## src/rtl/mem_access_unit_pkg.sv

```systemverilog
// mem_access_unit shared types: datapath width, lane width, FSM states.
// Ports: none (package).
package mem_access_unit_pkg;

  localparam int FULLW  = 32;
  localparam int LANE_W = 2;

  typedef enum logic [1:0] {
    MAU_IDLE    = 2'd0,
    MAU_LD_WAIT = 2'd1,
    MAU_RMW     = 2'd2
  } mau_state_e;

  function automatic logic [FULLW-1:0] word_align(
    input logic [FULLW-1:0] a
  );
    return {a[FULLW-1:LANE_W], {LANE_W{1'b0}}};
  endfunction

endpackage

```

## src/rtl/mem_access_unit_if.sv

```systemverilog
// MEM-stage request/response bundle for mem_access_unit.
// Ports: req_valid/ready/store/byte/addr/wdata, rsp_valid/data/err.
interface mem_access_unit_if;
  import mem_access_unit_pkg::*;

  logic             req_valid;
  logic             req_ready;
  logic             req_store;
  logic             req_byte;
  logic [FULLW-1:0] req_addr;
  logic [FULLW-1:0] req_wdata;
  logic             rsp_valid;
  logic [FULLW-1:0] rsp_data;
  logic             rsp_err;

  modport master (
    output req_valid, req_store, req_byte,
    output req_addr, req_wdata,
    input  req_ready, rsp_valid, rsp_data, rsp_err
  );

  modport slave (
    input  req_valid, req_store, req_byte,
    input  req_addr, req_wdata,
    output req_ready, rsp_valid, rsp_data, rsp_err
  );

endinterface

```

## src/rtl/mem_access_unit_byte_lane.sv

```systemverilog
// Big-endian byte lane extract/merge (lane 0 = [31:24]).
// Ports: word_i, lane_i, byte_i in; byte_o (zero-ext), merged_o out.
module mem_access_unit_byte_lane
  import mem_access_unit_pkg::*;
(
  input  logic [FULLW-1:0]  word_i,
  input  logic [LANE_W-1:0] lane_i,
  input  logic [7:0]        byte_i,
  output logic [FULLW-1:0]  byte_o,
  output logic [FULLW-1:0]  merged_o
);

  logic [4:0]       sh;
  logic [FULLW-1:0] mask;
  logic [FULLW-1:0] shifted;

  // lane 0 sits in the top byte, so shift = (3 - lane) * 8
  assign sh       = {~lane_i, 3'b000};
  assign shifted  = word_i >> sh;
  assign mask     = {{(FULLW-8){1'b0}}, 8'hFF} << sh;
  assign byte_o   = {{(FULLW-8){1'b0}}, shifted[7:0]};
  assign merged_o = (word_i & ~mask)
                  | ({{(FULLW-8){1'b0}}, byte_i} << sh);

endmodule

```

## src/rtl/mem_access_unit.sv

```systemverilog
// Load/store front-end for the data ram: checks, byte RMW, response.
// Ports: clk, rst_n, bus (slave), ram_wd/wa/we/ra out, ram_out in.
module mem_access_unit
  import mem_access_unit_pkg::*;
#(
  parameter int ADDR_WIDTH = 8
) (
  input  logic             clk,
  input  logic             rst_n,
  mem_access_unit_if.slave bus,
  output logic [FULLW-1:0] ram_wd_o,
  output logic [FULLW-1:0] ram_wa_o,
  output logic             ram_we_o,
  output logic [FULLW-1:0] ram_ra_o,
  input  logic [FULLW-1:0] ram_out_i
);

  mau_state_e        state_q;
  logic [FULLW-1:0]  addr_q;
  logic [LANE_W-1:0] lane_q;
  logic              byte_q;
  logic [7:0]        wbyte_q;
  logic              rsp_valid_q;
  logic              rsp_err_q;
  logic [FULLW-1:0]  rsp_data_q;

  logic             idle;
  logic             rmw;
  logic             accept;
  logic             err;
  logic             wr_now;
  logic [FULLW-1:0] req_al;
  logic [FULLW-1:0] lane_byte;
  logic [FULLW-1:0] merged;

  assign idle   = (state_q == MAU_IDLE);
  assign rmw    = (state_q == MAU_RMW);
  assign accept = bus.req_valid & idle;
  assign req_al = word_align(bus.req_addr);
  assign err    = (!bus.req_byte && bus.req_addr[1:0] != 2'b00)
               || ((bus.req_addr >> ADDR_WIDTH) != '0);
  assign wr_now = accept & ~err & bus.req_store & ~bus.req_byte;

  mem_access_unit_byte_lane u_lane (
    .word_i   (ram_out_i),
    .lane_i   (lane_q),
    .byte_i   (wbyte_q),
    .byte_o   (lane_byte),
    .merged_o (merged)
  );

  assign bus.req_ready = idle;
  assign bus.rsp_valid = rsp_valid_q;
  assign bus.rsp_err   = rsp_err_q;
  assign bus.rsp_data  = rsp_data_q;

  // gated by rst_n so a reset landing mid-RMW cannot write
  assign ram_we_o = rst_n & (wr_now | rmw);
  assign ram_wa_o = rmw ? addr_q : req_al;
  assign ram_wd_o = rmw ? merged : bus.req_wdata;
  assign ram_ra_o = idle ? req_al : addr_q;

  always_ff @(posedge clk or negedge rst_n) begin
    if (!rst_n) begin
      state_q     <= MAU_IDLE;
      addr_q      <= '0;
      lane_q      <= '0;
      byte_q      <= 1'b0;
      wbyte_q     <= '0;
      rsp_valid_q <= 1'b0;
      rsp_err_q   <= 1'b0;
      rsp_data_q  <= '0;
    end else begin
      rsp_valid_q <= 1'b0;
      rsp_err_q   <= 1'b0;
      rsp_data_q  <= '0;
      case (state_q)
        MAU_IDLE: begin
          if (accept) begin
            if (err) begin
              rsp_valid_q <= 1'b1;
              rsp_err_q   <= 1'b1;
            end else if (bus.req_store && !bus.req_byte) begin
              rsp_valid_q <= 1'b1;
            end else begin
              addr_q  <= req_al;
              lane_q  <= bus.req_addr[1:0];
              byte_q  <= bus.req_byte;
              wbyte_q <= bus.req_wdata[7:0];
              state_q <= bus.req_store ? MAU_RMW
                                       : MAU_LD_WAIT;
            end
          end
        end
        MAU_LD_WAIT: begin
          rsp_valid_q <= 1'b1;
          rsp_data_q  <= byte_q ? lane_byte : ram_out_i;
          state_q     <= MAU_IDLE;
        end
        MAU_RMW: begin
          rsp_valid_q <= 1'b1;
          state_q     <= MAU_IDLE;
        end
        default: state_q <= MAU_IDLE;
      endcase
    end
  end

endmodule
```

## src/flat_wrapper.sv

```systemverilog
// flat-port wrapper written by rule: the top's interface ports become plain ports
module mem_access_unit_flat import mem_access_unit_pkg::*;
#(
  parameter int ADDR_WIDTH = 8
)
  (clk, rst_n, ram_wd_o, ram_wa_o, ram_we_o, ram_ra_o, ram_out_i, bus_req_valid, bus_req_store, bus_req_byte, bus_req_addr, bus_req_wdata, bus_req_ready, bus_rsp_valid, bus_rsp_data, bus_rsp_err);
  mem_access_unit_if bus_i ();
  input  logic clk;
  input  logic rst_n;
  output logic [FULLW-1:0] ram_wd_o;
  output logic [FULLW-1:0] ram_wa_o;
  output logic ram_we_o;
  output logic [FULLW-1:0] ram_ra_o;
  input  logic [FULLW-1:0] ram_out_i;
  input wire logic [$bits(bus_i.req_valid)-1:0] bus_req_valid;
  input wire logic [$bits(bus_i.req_store)-1:0] bus_req_store;
  input wire logic [$bits(bus_i.req_byte)-1:0] bus_req_byte;
  input wire logic [$bits(bus_i.req_addr)-1:0] bus_req_addr;
  input wire logic [$bits(bus_i.req_wdata)-1:0] bus_req_wdata;
  output wire logic [$bits(bus_i.req_ready)-1:0] bus_req_ready;
  output wire logic [$bits(bus_i.rsp_valid)-1:0] bus_rsp_valid;
  output wire logic [$bits(bus_i.rsp_data)-1:0] bus_rsp_data;
  output wire logic [$bits(bus_i.rsp_err)-1:0] bus_rsp_err;
  assign bus_i.req_valid = bus_req_valid;
  assign bus_i.req_store = bus_req_store;
  assign bus_i.req_byte = bus_req_byte;
  assign bus_i.req_addr = bus_req_addr;
  assign bus_i.req_wdata = bus_req_wdata;
  assign bus_req_ready = bus_i.req_ready;
  assign bus_rsp_valid = bus_i.rsp_valid;
  assign bus_rsp_data = bus_i.rsp_data;
  assign bus_rsp_err = bus_i.rsp_err;
  mem_access_unit #(.ADDR_WIDTH(ADDR_WIDTH)) u_core (.clk(clk), .rst_n(rst_n), .bus(bus_i), .ram_wd_o(ram_wd_o), .ram_wa_o(ram_wa_o), .ram_we_o(ram_we_o), .ram_ra_o(ram_ra_o), .ram_out_i(ram_out_i));
endmodule
```

## config.mk

```make
export PLATFORM = sky130hd
export DESIGN_NAME = mem_access_unit_flat
export DESIGN_NICKNAME = d
export VERILOG_FILES = /design/src/rtl/mem_access_unit_pkg.sv /design/src/rtl/mem_access_unit_if.sv /design/src/rtl/mem_access_unit_byte_lane.sv /design/src/rtl/mem_access_unit.sv /design/src/flat_wrapper.sv
export SDC_FILE = /design/constraint.sdc
export NUM_CORES = 1
export LEC_CHECK = 0
export CELL_PAD_IN_SITES_DETAIL_PLACEMENT = 0
export CELL_PAD_IN_SITES_GLOBAL_PLACEMENT = 1
export CORE_MARGIN = 2
export CORE_UTILIZATION = 31
export DETAILED_ROUTE_END_ITERATION = 8
export PLACE_DENSITY_LB_ADDON = 0.1
export RECOVER_POWER = 25
export SYNTH_ARGS = -nofsm -noshare
export SYNTH_HDL_FRONTEND = slang
export SYNTH_SLANG_ARGS = --single-unit
```

## constraint.sdc

```tcl
create_clock -name clk -period 6.83 [get_ports clk]
set_clock_uncertainty 0.2 [all_clocks]
set_input_delay 1.7075 -clock clk [delete_from_list [all_inputs] [get_ports clk]]
set_output_delay 1.7075 -clock clk [all_outputs]
set_load 0.03 [all_outputs]
```

==> results.md, run 1 <==
- RSZ-0062 raised after global routing: false
- Crit path buf inv count: 3
- Post-synth top cells: dfrtp_1, mux2_2, nor2_1
- Fin nets: 752
- Die Area: 15300 um2
- Asr flop ratio synth: 1.00
- Std cell rows: 43
- Worst Path Required: 4920 ps
- Worst path cell trace: clkdlybuf4s50_1 > nor4_1 > buf_4 > nand4_2 > nor4_1 > o21a_1 > clkdlybuf4s50_1
- Skew-Pair Late Insertion Delay: 340 ps
- Fin. max-slew vios: 0
- Initial antenna violation count: 0
- Least-Margin Pin Slew: 1160 ps
- Multi-input gate area: 2370 um2
- WHS: 311 ps
- Slowest stage delay, CP: 660 ps
- Crit Path Class: input port to output pin
- Distinct cell type count after synthesis: 33
- Gr ovfl total: 0
- Switch share: 0.262
- Critical path's top delay family: buffers and inverters
- Synth top area share: 0.435
- CTS tree: yes
- Total number of vias: 3962
- CTS hold repair buffers: 0
- Antenna diodes: 0
- Initial Utilization: 0.318
- DRT iter0 DRCs: 196
- Sequential share of the synthesized area: 0.435
- Hold crit path type: flip-flop to flip-flop
- Logic pwr share: 0.208
- Fmax: 0.165 GHz
- Post-place setup slack: 685 ps
- DRT Wirelength: 14900 um
- Post-route insts no fill: 830
- Syn Std Cell Area: 4430 um2
- Largest area contributor in the netlist: dfrtp_1
- Clock Path Buffers: 2
- Post-synth EDFFs: 0
- Slowest CP cell: clkdlybuf4s50_1
- Clk pwr share: 0.387
- Share of cells above drive strength 1: 0.132
- Synth Instances: 430
- Slew HR: 0.228
- Seq. cell area: 1930 um2
- Maximum vdd ir drop: 130 uV
- Die H: 124 um
- Share of the clock period used by the worst path: 0.887
- Detail Placement HPWL: 11000 um
- Average wire per standard cell: 17.9 um
- Leakage: 3.25 nW
- DP Cell Count: 816
- Core area: 13900 um2
- Outcome: completed
- Final ANT Viol Nets: 0
- Sequential share of power: 0.404
- Pwr/cell area: 159 nW/um2
- Final Hold Fails: 0
- Tmin final: 6060 ps
- CTS Sinks: 77
- First-pass GRT wire length: 22400 um
- Fill count: 1294
- Switching power: 0.000296 W
- Largest net degree at the start of global routing: 96
- CTS buffer count: 9
- Top FF cell, synth: dfrtp_1
- I/O pins: 233
- Post CTS Setup Buffer Count: 0
- Critical Path AT: 4150 ps
- Mean area per synthesized cell: 10.3 um2
- Synth Warn #: 0
- CTS H-tree lvls: 3
- Setup tns final: 0 ps
- Worst-path clk slew: 60 ps
- Global Route Usage Sum: 0.196
- Internal power: 0.000834 W
- DR pass1 iterations: 4
- Setup WS post-layout: 774 ps
- CP endpoint kind: output pin
- Drt via density: 4.77
- Port Buffers: 228
- Final setup viols: 0
- Vias in the first global route: 4006
- Most frequent cell after synthesis: dfrtp_1
- Area grow syn2layout: 60.8%
- GPL Wtd Cong: 0.784
- Post-synthesis register bit count: 77
- Crit path launch type: input port
- Synth area leaders: dfrtp_1, mux2_2, mux2i_1
- Crit path max fanout: 3
- Die Wd: 124 um
- Drt drc: 0
- Maxcap violations: 0
- CTS root buf: clkbuf_16
- Post-cts resize count: 0
## power groups by stage
| stage | Clock [W] | Combinational, W | Sequential [W] |
|---|---|---|---|
| after CTS | 0.000456 | 0.000241 | 0.000457 |
| final | 0.000438 | 0.000236 | 0.000457 |
| after global routing | 0.000477 | 0.000251 | 0.000457 |
| after detailed placement | 0 | 0.000240 | 0.000465 |
| after global placement | 0 | 0.000239 | 0.000465 |
| after floorplan | 0 | 0.000101 | 0.000467 |
## placed cells by master (no fill, tap or decap)
cell type / count
a21boi_0: 8
a21oi_1: 26
a22o_1: 1
a31oi_1: 8
and2_0: 2
and2_1: 30
buf_4: 7
clkbuf_1: 2
clkbuf_16: 9
clkbuf_8: 2
clkdlybuf4s50_1: 203
clkinv_2: 2
conb_1: 4
dfrtp_1: 77
dlygate4sd3_1: 24
ha_1: 3
ha_4: 1
inv_1: 2
mux2_1: 16
mux2_2: 60
mux2i_1: 34
nand2_1: 31
nand2b_1: 3
nand4_2: 1
nor2_1: 41
nor2_2: 1
nor2b_1: 27
nor3_1: 2
nor4_1: 8
nor4_4: 1
nor4b_2: 1
o21a_1: 1
o21ai_0: 8
o21bai_1: 1
or3_1: 1
or4_1: 1
or4b_2: 1
## stage by stage
stage | area (um2) | total power, W | util
2_1_floorplan | 4440 | 0.000568 | -
3_3_place_gp | 6870 | 0.000704 | 0.493
3_5_place_dp | 6870 | 0.000705 | 0.493
4_1_cts | 7130 | 0.00115 | 0.512
5_1_grt | 7130 | 0.00118 | 0.512
6_report | 7130 | 0.00113 | 0.512
## sequential cells by signal (all words and copies together) (netlist names)
signal                count
u_core.addr_q            30
u_core.bus.rsp_data      32
u_core.bus.rsp_err        1
u_core.bus.rsp_valid      1
u_core.byte_q             1
u_core.lane_q             2
u_core.state_q            2
u_core.wbyte_q            8
## path summary, 6_finish.rpt
path | start | end | slack, ps | cells past startpoint
worst max-delay path | bus_req_addr[30] | ram_we_o | 770 | 7
worst min-delay path | u_core.addr_q[4]$_DFFE_PN0P_ | u_core.addr_q[4]$_DFFE_PN0P_ | 310 | 1
worst max register to register | u_core.state_q[0]$_DFFE_PN0P_ | u_core.wbyte_q[3]$_DFFE_PN0P_ | 4090 | 7
worst min register to register | u_core.addr_q[4]$_DFFE_PN0P_ | u_core.addr_q[4]$_DFFE_PN0P_ | 310 | 1
max in group asynchronous | rst_n | u_core.bus.rsp_data[12]$_DFF_PN0_ | 4020 | 2
min in group asynchronous | rst_n | u_core.bus.rsp_data[29]$_DFF_PN0_ | 1100 | 1
## metal layers
layer	GRT usage	wire length, um	share of wire	vias up
met4	0.0440	153	0.010	0
met1	0.241	6230	0.42	1900
met2	0.334	7410	0.50	140
met5	0	0	0	-
li1	-	-	-	1910
met3	0.0627	1090	0.073	12
## final cells by class
| type | instances | share of cell area |
|---|---|---|
| sequential | 77 | 0.270 |
| tap | 180 | 0.0316 |
| inverter | 2 | 0.00105 |
| multi-input combinational | 322 | 0.333 |
| timing repair buffer | 235 | 0.327 |
| clock buffer | 12 | 0.0360 |
| clock inverter | 2 | 0.00140 |
## worst reg2reg max path, cell delays in order, from the launching register on
cell and delay (ps):
dfrtp_1 410, inv_1 130, ha_1 150, buf_4 410, nand2_1 280, nor4_4 350, buf_4 320, mux2_1 360
## cell families (layout without fill, tap and decap cells)
family | count (synthesis) | after routing | synth area share
simple gates | 151 | 151 | 0.180
mux | 110 | 110 | 0.270
flops | 77 | 77 | 0.435
compound gates | 53 | 53 | 0.0686
buf+inv | 34 | 251 | 0.0350
fa+ha+maj | 4 | 4 | 0.0113
other cells | 1 | 4 | 0.000846
Power figures use the tool's default switching activity.
==> inputs of run 2 (changes only) <==
Settings changed: PLACE_DENSITY_LB_ADDON 0.1 to 0.25.
==> run 2 against run 1 <==
  * The flow now finishes with violations (capacitance limit, slew limit)
  * Sequential power is essentially flat
  * Critical endpoint unchanged
  * Cell count is the same
  * Utilization grew 0.054 points
==> results.md, run 2 (synthesis results as in run 1) <==
- Maxcap violations: 1 (+1)
- Port Buffers: 228 (unchanged)
- Largest net degree at the start of global routing: 96 (unchanged)
- Sequential share of power: 0.392 (-0.012)
- Total number of vias: 3893 (-1.7%)
- R2r setup slk: 3530 ps (-560 ps)
- CTS Sinks: 77 (unchanged)
- Initial Utilization: 0.318 (unchanged)
- Worst r2r path cells: 7 (unchanged)
- Share of cells above drive strength 1: 0.134 (+0.00154)
- Final Hold Fails: 0 (unchanged)
- I/O pins: 233 (unchanged)
- Internal power: 0.000854 W (+2.4%)
- DRT Wirelength: 15000 um (+0.75%)
- Tmin final: 6190 ps (+133 ps)
- Seq. cell area: 1930 um2 (unchanged)
- Worst Hold Depth: 1 (unchanged)
- Switching power: 0.000313 W (+5.7%)
- Final setup viols: 0 (unchanged)
- Fmax: 0.162 GHz (-2.1%)
- Leakage: 3.25 nW (about the same)
- DRT iter0 DRCs: 143 (-27%)
- Most frequent cells in the layout: clkdlybuf4s50_1, dfrtp_1, mux2_2
- Worst Path Required: 4920 ps (about the same)
- Gr ovfl total: 0 (unchanged)
- CTS buffer count: 9 (unchanged)
- First-pass GRT wire length: 22100 um (-1.0%)
- Setup tns final: 0 ps (unchanged)
- Core area: 13900 um2 (unchanged)
- CTS tree: yes
- Vias in the first global route: 3901 (-2.6%)
- Hold crit path type: flip-flop to flip-flop
- Power Total: 0.00117 W (+3.2%)
- Worst R2R Start: u_core.state_q[0]$_DFFE_PN0P_
- CTS root buf: clkbuf_16
- Clock Path Buffers: 2 (unchanged)
- DR pass1 iterations: 4 (unchanged)
- Average wire per standard cell: 18.1 um (+0.75%)
- Initial antenna violation count: 0 (unchanged)
- Outcome: finished with violations
- Fin nets: 750 (-0.27%)
- Pwr/cell area: 164 nW/um2 (+3.1%)
- Hold EP: u_core.addr_q[2]$_DFFE_PN0P_
- Crit path max fanout: 7 (+4)
- CTS H-tree lvls: 3 (unchanged)
- Skew-Pair Late Insertion Delay: 340 ps (about the same)
- Post-cts resize count: 0 (unchanged)
- Switch share: 0.268 (+0.00610)
- Share of the clock period used by the worst path: 0.906 (+0.0195)
- Worst R2R End: u_core.addr_q[5]$_DFFE_PN0P_
- CP endpoint kind: output pin
- Fin. max-slew vios: 72 (+72)
- GPL Wtd Cong: 0.779 (-0.65%)
- Maximum vdd ir drop: 104 uV (-20%)
- Drt drc: 0 (unchanged)
- Critical Path AT: 4280 ps (+130 ps)
- Multi-input gate area: 2370 um2 (unchanged)
- Std cell rows: 43 (unchanged)
- Die Area: 15300 um2 (unchanged)
- Crit path launch type: input port
- Hold Path Origin: u_core.addr_q[2]$_DFFE_PN0P_
- Die Wd: 124 um (unchanged)
- Logic pwr share: 0.203 (-0.005)
- Crit Path Class: input port to output pin
- Detail Placement HPWL: 11200 um (+1.2%)
- Violated checks: capacitance limit, slew limit
- Leading cell type in the layout, fill and taps excluded: clkdlybuf4s50_1
- Clk pwr share: 0.405 (+0.018)
- Die H: 124 um (unchanged)
- Drt via density: 4.69 (-1.7%)
- RSZ-0062 raised after global routing: false
- Post CTS Setup Buffer Count: 0 (unchanged)
- Antenna diodes: 0 (unchanged)
- CTS hold repair buffers: 0 (unchanged)
- Global Route Usage Sum: 0.194 (-0.00133)
- Worst-path clk slew: 60 ps (about the same)
- Least-Margin Pin Slew: 1800 ps (+644 ps)
- Fill count: 1288 (-0.46%)
- Final ANT Viol Nets: 0 (unchanged)
- Area grow syn2layout: 61.0%
- Slew HR: -0.200 (-0.428)
- Flip-flop count of the largest register after layout: 32 (unchanged)
run 2: cell count changes in the layout (fill, tap and decap cells not counted):
cell        delta
buf_4          -3
clkbuf_8       -2
clkinv_2       +2
bufinv_16      +1
clkbuf_1       -1
clkbuf_2       +1
clkinv_4       +1
clkinvlp_4     +1
run 2: worst max-delay path by stage:
stage / from / endpoint / cells after the start
2_1_floorplan: bus_req_addr[17] / ram_we_o / 4
3_5_place_dp: bus_req_addr[29] / ram_we_o / 7
3_3_place_gp: bus_req_addr[29] / ram_we_o / 7
6_report: bus_req_addr[29] / ram_we_o / 7
4_1_cts: bus_req_addr[29] / ram_we_o / 7
5_1_grt: bus_req_addr[29] / ram_we_o / 7
run 2: final cells by class:
| class | count | area share |
|---|---|---|
| Multi-Input combinational cell | 322 | 0.333 |
| Timing Repair Buffer | 233 | 0.324 |
| Tap cell | 180 | 0.0316 |
| Clock buffer | 9 | 0.0316 |
| Inverter | 2 | 0.00105 |
| Clock inverter | 7 | 0.00929 |
| Sequential cell | 77 | 0.270 |
run 2: worst max-delay path, cell delays in order:
cell and delay [ps]:
clkdlybuf4s50_1 450, nor4_1 510, buf_4 210, nand4_2 240
nor4_1 340, o21a_1 140, clkdlybuf4s50_1 680
run 2: power by group through the flow:
stage | combinational, W | clock [W] | sequential, W
2_1_floorplan | 0.000101 | 0 | 0.000467
3_3_place_gp | 0.000240 | 0 | 0.000465
3_5_place_dp | 0.000241 | 0 | 0.000465
4_1_cts | 0.000243 | 0.000485 | 0.000457
5_1_grt | 0.000252 | 0.000505 | 0.000457
6_report | 0.000237 | 0.000473 | 0.000457
run 2: per-layer routing:
metal  vias to the layer above  part of all wire  track usage  routed length [um]
met1                      1833              0.43        0.247                6470
met5                         -                 0            0                   0
li1                       1904                 -            -                   -
met3                        10             0.074       0.0554                1110
met2                       146              0.48        0.324                7270
met4                         0             0.011       0.0533                 163
run 2: per-stage QoR:
step	util	hold WS (ps)	area [um2]	cells	setup WS (ps)
final	0.512	310	7140	830	641
after global placement	0.492	284	6850	814	643
after floorplan	-	271	4440	433	2060
after CTS	0.513	311	7140	830	646
after detailed placement	0.492	299	6850	814	657
after global routing	0.512	336	7140	830	542
